File: src/rtl/lsu_mem_stage_pkg.sv
// lsu_mem_stage_pkg: funct3 access codes and FSM states for the memory-access stage
package lsu_mem_stage_pkg;
    localparam logic [2:0] F3_LB  = 3'd0;
    localparam logic [2:0] F3_LH  = 3'd1;
    localparam logic [2:0] F3_LW  = 3'd2;
    localparam logic [2:0] F3_LBU = 3'd4;
    localparam logic [2:0] F3_LHU = 3'd5;
    localparam logic [2:0] F3_SB  = 3'd0;
    localparam logic [2:0] F3_SH  = 3'd1;
    localparam logic [2:0] F3_SW  = 3'd2;
    typedef enum logic [2:0] {IDLE, READ, MERGE, WRITE, DONE} state_t;
endpackage

File: src/rtl/lsu_mem_stage_lane.sv
// lsu_lane: byte/half lane extraction with extension, store-lane merge, and access legality
module lsu_lane
    import lsu_mem_stage_pkg::*;
#(
    parameter int XLEN = 32
) (
    input  logic [XLEN-1:0] word,
    input  logic [1:0]      offset,
    input  logic [2:0]      funct3,
    input  logic            we,
    input  logic [XLEN-1:0] store_data,
    output logic [XLEN-1:0] load_val,
    output logic [XLEN-1:0] merged,
    output logic            err
);
    logic [7:0]  byte_v;
    logic [15:0] half_v;
    logic        illegal;
    logic        misaligned;
    always_comb begin
        byte_v = word[{offset, 3'b000} +: 8];
        half_v = word[{offset[1], 4'b0000} +: 16];
        illegal = we ? (funct3 > F3_SW) : (funct3 == 3'd3 || funct3 > F3_LHU);
        misaligned = (funct3[1:0] == 2'd1 && offset[0]) || (funct3[1:0] == 2'd2 && offset != 2'd0);
        err = illegal || misaligned;
        load_val = funct3 == F3_LB  ? {{(XLEN-8){byte_v[7]}}, byte_v} :
                   funct3 == F3_LH  ? {{(XLEN-16){half_v[15]}}, half_v} :
                   funct3 == F3_LBU ? {{(XLEN-8){1'b0}}, byte_v} :
                   funct3 == F3_LHU ? {{(XLEN-16){1'b0}}, half_v} : word;
        merged = word;
        if (funct3 == F3_SB)
            merged[{offset, 3'b000} +: 8] = store_data[7:0];
        else if (funct3 == F3_SH)
            merged[{offset[1], 4'b0000} +: 16] = store_data[15:0];
        else
            merged = store_data;
    end
endmodule

File: src/rtl/lsu_mem_stage.sv
// lsu_mem_stage: load/store FSM over a 32-bit word RAM with sub-word read-modify-write
module lsu_mem_stage
    import lsu_mem_stage_pkg::*;
#(
    parameter int XLEN = 32
) (
    input  logic            clk,
    input  logic            reset,
    input  logic            req_i,
    input  logic            we_i,
    input  logic [2:0]      funct3_i,
    input  logic [XLEN-1:0] addr_i,
    input  logic [XLEN-1:0] wdata_i,
    output logic [XLEN-1:0] rdata_o,
    output logic            done_o,
    output logic            err_o,
    output logic            busy_o,
    output logic [XLEN-1:0] ram_addr_o,
    output logic            ram_we_o,
    output logic [XLEN-1:0] ram_data_o,
    input  logic [XLEN-1:0] ram_data_i
);
    state_t          state, state_nxt;
    logic            we_q, err_q, lane_we, lane_err;
    logic [2:0]      funct3_q, lane_f3;
    logic [1:0]      lane_off;
    logic [XLEN-1:0] addr_q, word_q, rdata_q, load_val, merged;
    assign lane_off = state == IDLE ? addr_i[1:0] : addr_q[1:0];
    assign lane_f3  = state == IDLE ? funct3_i : funct3_q;
    assign lane_we  = state == IDLE ? we_i : we_q;
    lsu_lane #(.XLEN(XLEN)) u_lane (
        .word       (ram_data_i),
        .offset     (lane_off),
        .funct3     (lane_f3),
        .we         (lane_we),
        .store_data (word_q),
        .load_val   (load_val),
        .merged     (merged),
        .err        (lane_err)
    );
    always_ff @(posedge clk)
        state <= reset ? IDLE : state_nxt;
    always_comb begin
        state_nxt = state;
        case (state)
            IDLE:    if (req_i) state_nxt = lane_err ? DONE : (we_i && funct3_i == F3_SW) ? WRITE : READ;
            READ:    state_nxt = MERGE;
            MERGE:   state_nxt = we_q ? WRITE : DONE;
            WRITE:   state_nxt = DONE;
            default: state_nxt = IDLE;
        endcase
    end
    // word_q carries the store data until MERGE, then the merged word for WRITE
    always_ff @(posedge clk) begin
        if (reset) begin
            we_q     <= 1'b0;
            err_q    <= 1'b0;
            funct3_q <= 3'd0;
            addr_q   <= '0;
            word_q   <= '0;
            rdata_q  <= '0;
        end else begin
            if (state == IDLE && req_i) begin
                we_q     <= we_i;
                err_q    <= lane_err;
                funct3_q <= funct3_i;
                addr_q   <= addr_i;
                word_q   <= wdata_i;
            end
            if (state == MERGE && we_q)
                word_q <= merged;
            if (state == MERGE && !we_q)
                rdata_q <= load_val;
        end
    end
    assign ram_addr_o = {addr_q[XLEN-1:2], 2'b00};
    assign ram_we_o   = state == WRITE;
    assign ram_data_o = word_q;
    assign rdata_o    = rdata_q;
    assign done_o     = state == DONE;
    assign err_o      = done_o && err_q;
    assign busy_o     = state != IDLE;
endmodule

File: config.mk
export PLATFORM = sky130hd
export DESIGN_NAME = lsu_mem_stage
export DESIGN_NICKNAME = d
export VERILOG_FILES = /design/src/rtl/lsu_mem_stage_pkg.sv /design/src/rtl/lsu_mem_stage_lane.sv /design/src/rtl/lsu_mem_stage.sv
export SDC_FILE = /design/constraint.sdc
export NUM_CORES = 1
export LEC_CHECK = 0
export BUFFER_PORTS_ARGS = -buffer_cell sky130_fd_sc_hd__buf_2
export CAP_MARGIN = 20
export CORE_UTILIZATION = 30
export CTS_CLUSTER_DIAMETER = 40
export CTS_CLUSTER_SIZE = 8
export DETAILED_ROUTE_END_ITERATION = 8
export PLACE_DENSITY_LB_ADDON = 0.2
export SLEW_MARGIN = 20
export SYNTH_ARGS = -nofsm -noshare
export SYNTH_HDL_FRONTEND = slang
export SYNTH_SLANG_ARGS = --single-unit
File: constraint.sdc
create_clock -name clk -period 2.9 [get_ports clk]
set_clock_uncertainty 0.05 [all_clocks]
set_input_delay 0.87 -clock clk [delete_from_list [all_inputs] [get_ports clk]]
set_output_delay 0.87 -clock clk [all_outputs]
set_load 0.005 [all_outputs]
-- Word level (Yosys, flattened, before mapping)
Cells that the tools add are included.
- multiply operators: 0
- bitwise logic cells: 0
- add/subtract/negate cells: 2
- equal/unequal tests: 13
- shift-type cells: 6
- magnitude comparators: 2
- reduce and logical (&&, ||, !) cells: 17
- div/mod/pow operators: 0
- multiplexer cells: 19
- operators with widths (cell ; count):
    2-to-1 mux 32 bit ; 8
    bitwise mux 32 bit ; 2
    variable shift 16 x 7 -> 32 bit (first input constant) ; 1
    variable shift 8 x 7 -> 32 bit (first input constant) ; 1
    variable part select 16 x 7 -> 32 bit ; 1
    variable part select 32 x 6 -> 16 bit ; 1
    variable part select 32 x 6 -> 8 bit ; 1
    variable part select 8 x 7 -> 32 bit ; 1
    negation 5 -> 7 bit ; 2
    equality test 3 x 2 -> 1 bit (second input constant) ; 4
    2-to-1 mux 3 bit ; 4
    case mux 3 bit (4 select lines) ; 1
    equality test 3 bit (second input constant) ; 3
    logical AND 1 bit ; 7
    equality test 3 x 1 -> 1 bit (second input constant) ; 2
    logical NOT 3 bit ; 2
    2-to-1 mux 2 bit ; 2
    nonzero test 2 bit ; 2
    greater-than comparator 3 x 2 -> 1 bit (second input constant) ; 1
    greater-than comparator 3 bit (second input constant) ; 1
    logical OR 1 bit ; 3
    != test 3 x 1 -> 1 bit (second input constant) ; 1
    nonzero test 3 bit ; 1
    equality test 2 x 1 -> 1 bit (second input constant) ; 1
    5 further kinds ; 6
- bits in latches: 0
- output and inout port bits: 100
- bits in registers: 104
- logic and storage cells: 66
- RAM bits: 0
- input bits: 103
- memories: 0
- ROM bits: 0

-- Depth between registers and ports, before layout
- depth after elaboration: 9
- gate-level depth with buffers: 13
- depth with buffers taken out: 10

-- Hierarchy
From an unflattened synthesis, not the netlist that was laid out.
- cells, all modules: 816
- area, all modules: 6382.4 µm²
- by module, submodules not included (module ; sequential area each (µm²) ; instances ; cells each ; area an instance (µm²)):
    lsu_mem_stage ; 2082.0 ; 1 ; 524 ; 4246.6
    lsu_lane ; 0.0 ; 1 ; 292 ; 2135.8

-- Worst setup path after synthesis
Ideal clock, no wire load.
- kind: in2reg
- start: input addr_i[1]
- end: register word_q[16] (netlist: ram_data_o[16])
- library setup time: 0.112 ns
- arrival: 2.730 ns
- required time: 2.738 ns
- stages on the path: 11
- buffers on the path: 2
- slack: 0.008 ns
- cell sequence: a21o_1 buf_2 inv_1 buf_1 ha_1 nor2_1 nand2_1 o21ai_2 a222oi_1 nor2b_1 a2111oi_1
- word-level cells in the longest chain between the ends: 7
- elaborated cells on any way between the ends: 12
- those cells by class: 2 x add/sub; 4 x shift; 6 x mux
- ends and longest elaborated chain (what ; line ; RTL):
    start, declared ; lsu_mem_stage.sv:12 ; input logic [XLEN-1:0] addr_i,
    2-to-1 mux 2 bit (*) ; lsu_mem_stage.sv:28 ; assign lane_off = state == IDLE ? addr_i[1:0] : addr_q[1:0];
    negation 5 -> 7 bit ; lsu_mem_stage_lane.sv:34 ; merged[{offset[1], 4'b0000} +: 16] = store_data[15:0];
    variable part select 16 x 7 -> 32 bit / variable shift 16 x 7 -> 32 bit (equally long branches) ; lsu_mem_stage_lane.sv:34 ;
    bitwise mux 32 bit ; lsu_mem_stage_lane.sv:34 ;
    2-to-1 mux 32 bit ; lsu_mem_stage_lane.sv:33 ; else if (funct3 == F3_SH)
    2-to-1 mux 32 bit (*) ; lsu_mem_stage_lane.sv:31 ; if (funct3 == F3_SB)
    2-to-1 mux 32 bit (*) ; lsu_mem_stage.sv:70 ; if (state == MERGE && we_q)
    end signal, assigned ; lsu_mem_stage.sv:68 ; word_q <= wdata_i;
    end signal, assigned ; lsu_mem_stage.sv:71 ; word_q <= merged;
    end, declared ; lsu_mem_stage.sv:27 ; logic [XLEN-1:0] addr_q, word_q, rdata_q, load_val, merged;
Every way passes the cells marked *; elsewhere a longest branch is shown, timed or not. The select of a mux whose other input is x is not followed.
A chain may end at the register's enable or synchronous reset.

-- Final worst setup path
- start: input addr_i[0]
- end: register word_q[23] (netlist: ram_data_o[23])
- word-level cells in the longest chain between the ends: 6
- elaborated cells on any way between the ends: 7
- those cells by class: 1 x add/sub; 2 x shift; 4 x mux
- ends and longest elaborated chain (what ; line ; RTL):
    2-to-1 mux 2 bit (*) ; lsu_mem_stage.sv:28 ;
    negation 5 -> 7 bit (*) ; lsu_mem_stage_lane.sv:32 ; merged[{offset, 3'b000} +: 8] = store_data[7:0];
    variable part select 8 x 7 -> 32 bit / variable shift 8 x 7 -> 32 bit (equally long branches) ; lsu_mem_stage_lane.sv:32 ;
    bitwise mux 32 bit (*) ; lsu_mem_stage_lane.sv:32 ;
    2-to-1 mux 32 bit (*) ; lsu_mem_stage_lane.sv:31 ;
    2-to-1 mux 32 bit (*) ; lsu_mem_stage.sv:70 ;
Every way passes the cells marked *; elsewhere a longest branch is shown, timed or not.

==> results.json <==
{
  "ir_worst_vdd_v": 0.000397,
  "min_path_type": "flip-flop to flip-flop",
  "tritoncts": "done",
  "cts_buffers": 9,
  "dp.cells": 1075,
  "cts_buffer_depth": 2,
  "critPathKind": "input port to flip-flop",
  "gp_congestion": 0.929,
  "r2r-end": "ram_data_o[23]$_SDFFE_PP0P_",
  "ys_seq_area_frac": 0.376,
  "synth_seq_cells": 104,
  "synthArstFlopShare": 0,
  "synth_area_um2": 5530,
  "cp_data_required_time_ns": 3.09,
  "grt_pass1_vias": 5310,
  "synth_ff_type": "dfxtp_1",
  "synth-edff-count": 0,
  "pwr_density_cell_nw_per_um2": 723,
  "r2r_slack_ns": 0.25,
  "cts_resized": 0,
  "ant_nets": 0,
  "worstSkewPairLatency_ns": 0.35,
  "cp_top_family": "simple AND/OR/NAND/NOR gates",
  "final_max_slew_viol_count": 0,
  "final_layout_size_suffix_gt1_frac": 0.326,
  "hold_viol_final": 0,
  "min_from": "addr_q[7]$_SDFFE_PP0P_",
  "finalCriticalPeriod_ns": 2.75,
  "yosysTopAreaCell": "dfxtp_1",
  "netlist_top_cells_count": "nand2_1, dfxtp_1, a21oi_1, nor2_1, nor3_1",
  "postSynthAreaPerCell_um2": 8.06,
  "crit_end": "ram_data_o[23]$_SDFFE_PP0P_",
  "coreArea_um2": 18000,
  "clk_pin_slew_ns": 0.07,
  "drt_iter0_drc": 435,
  "die_w_um": 138,
  "cp-end-kind": "flip-flop",
  "rsz0062_at_grt": "false",
  "port_buffers": 200,
  "cts_setup_buffers": 0,
  "io_pins": 203,
  "leakage_nw": 3.20,
  "synthCells": 687,
  "cp.arrival_ns": 2.94,
  "rr_worst_depth": 9,
  "cts_sinks": 104,
  "htree_levels": 3,
  "drt-pass1-iter-count": 5,
  "rows": 49,
  "synthDistinctLibCells": 66,
  "root_buffer": "clkbuf_16",
  "drt_wl_total_um": 19900,
  "fin_crit_sh": 0.950,
  "cp-start-kind": "input port",
  "power_mw": 5.01,
  "dieHeight_um": 138,
  "cpPeakStageDelay_ns": 0.42,
  "place_hpwl_um": 15000,
  "crit_buf_inv": 1,
  "setup_violations": 0,
  "synth_top_cells_by_area": "dfxtp_1, nand2_1, a21oi_1",
  "drc": 0,
  "start_util": 0.307,
  "startpoint": "addr_i[0]",
  "grt_overflow_total": 0,
  "crit_path_max_fanout": 7,
  "dieArea_um2": 19000,
  "final_nets": 965,
  "yosysWarnings": 0,
  "grt_pass1_wl_um": 29300,
  "areaGrowthSynthToFinish_pct": 25.2,
  "cts_hold_buf": 0,
  "max_clock_freq_ghz": 0.363,
  "worst_pin_slew_ns": 0.539,
  "status": "finished clean",
  "diodes": 0,
  "grt_antenna_before_repair": 0,
  "r2r_start": "state[1]$_SDFFE_PP0P_",
  "vias": 5761,
  "via_per_inst": 5.29,
  "cp.depth": 10,
  "grt_usage": 0.207,
  "synth_top_area_share": 0.376,
  "crit_path_cell_trace": "buf_2 > nor4b_2 > nor2_4 > ha_1 > nor2_1 > nand2_1 > o21ai_2 > a222oi_1 > nor2b_1 > a2111oi_1",
  "max-cap-violations": 0,
  "yosysMostFrequentCell": "nand2_1",
  "crit_slowest_cell": "nor4b_2",
  "grt_max_degree": 42,
  "layout.cells.non_filler": 1090,
  "slew-limit-headroom": 0.641,
  "routedWlPerCell_um": 18.2
}
[worst min path at each step]
stage	end	slack (ns)	depth (start not counted)
final	addr_q[7]$_SDFFE_PP0P_	0.40	2
after global routing	addr_q[4]$_SDFFE_PP0P_	0.42	2
after CTS	addr_q[11]$_SDFFE_PP0P_	0.41	2
after detailed placement	addr_q[11]$_SDFFE_PP0P_	0.40	2
after global placement	addr_q[21]$_SDFFE_PP0P_	0.39	2
after floorplan	addr_q[10]$_SDFFE_PP0P_	0.39	2
[through the flow]
step           utilization  setup WS (ns)  cell area, µm²  hold WS, ns  TNS, ns
2_1_floorplan            -        0.00771            5540        0.387        0
3_5_place_dp         0.370         -0.178            6670        0.396    -2.68
4_1_cts              0.384          0.183            6930        0.406        0
6_report             0.384          0.146            6930        0.401        0
3_3_place_gp         0.370         -0.178            6670        0.390    -2.44
5_1_grt              0.384         0.0607            6930        0.423        0
[cells in the final DEF (no fill, tap or decap), types with 6 or more instances in the layout]
cell / n
buf_2: 199
nand2_1: 117
dfxtp_1: 104
a21oi_1: 68
nor2_1: 57
nor3_1: 39
buf_4: 39
a21o_1: 18
o22ai_1: 16
a221oi_1: 16
a22oi_1: 16
a22o_1: 16
nor2b_1: 11
mux2i_1: 9
clkbuf_16: 9
a222oi_1: 7
o21ai_0: 6
a31oi_1: 6
[sequential cells by signal, indices dropped and copies added (netlist names)]
signal / flops
we_q: 1
rdata_o: 32
addr_q: 32
err_q: 1
state: 3
funct3_q: 3
ram_data_o: 32
[logic make-up after synthesis]
logic type / Yosys count / share of synthesized area
compound gates: 207 / 0.270
fa+ha+maj: 5 / 0.0113
buf+inv: 87 / 0.0875
flops: 104 / 0.376
mux: 15 / 0.0332
other cells: 1 / 0.000678
simple gates: 268 / 0.222
[per-layer routing]
layer	track usage	part of all wire	wire length, µm	vias up
li1	-	-	-	2803
met1	0.262	0.44	8780	2707
met2	0.344	0.47	9300	227
met3	0.0489	0.071	1420	24
met4	0.0682	0.019	377	0
met5	0	0	0	-
[worst reg2reg max path, cell delays in order (launching register included)]
cell and delay, ns:
dfxtp_1 0.41, nor4b_2 0.52, nor2_4 0.09, ha_1 0.30, nor2_1 0.13, nand2_1 0.09
o21ai_2 0.29, a222oi_1 0.17, nor2b_1 0.15, a2111oi_1 0.34
[final cells by class]
| cell class | count | area, µm² |
|---|---|---|
| clock buffers | 9 | 225 |
| clock inverters | 6 | 37.5 |
| fillers | 1917 | 11100 |
| inverters | 7 | 26.3 |
| multi-input cells | 497 | 2980 |
| flip-flops and latches | 104 | 2080 |
| well taps | 229 | 287 |
| repair buffers | 238 | 1290 |
[power by group]
group	internal, mW	switching, mW	leakage (nW)
registers	1.63	0.172	0.851
logic	0.847	1.24	2.21
clock network	0.575	0.554	0.135
total	3.05	1.96	3.20
(Power assumes the default switching activity.)
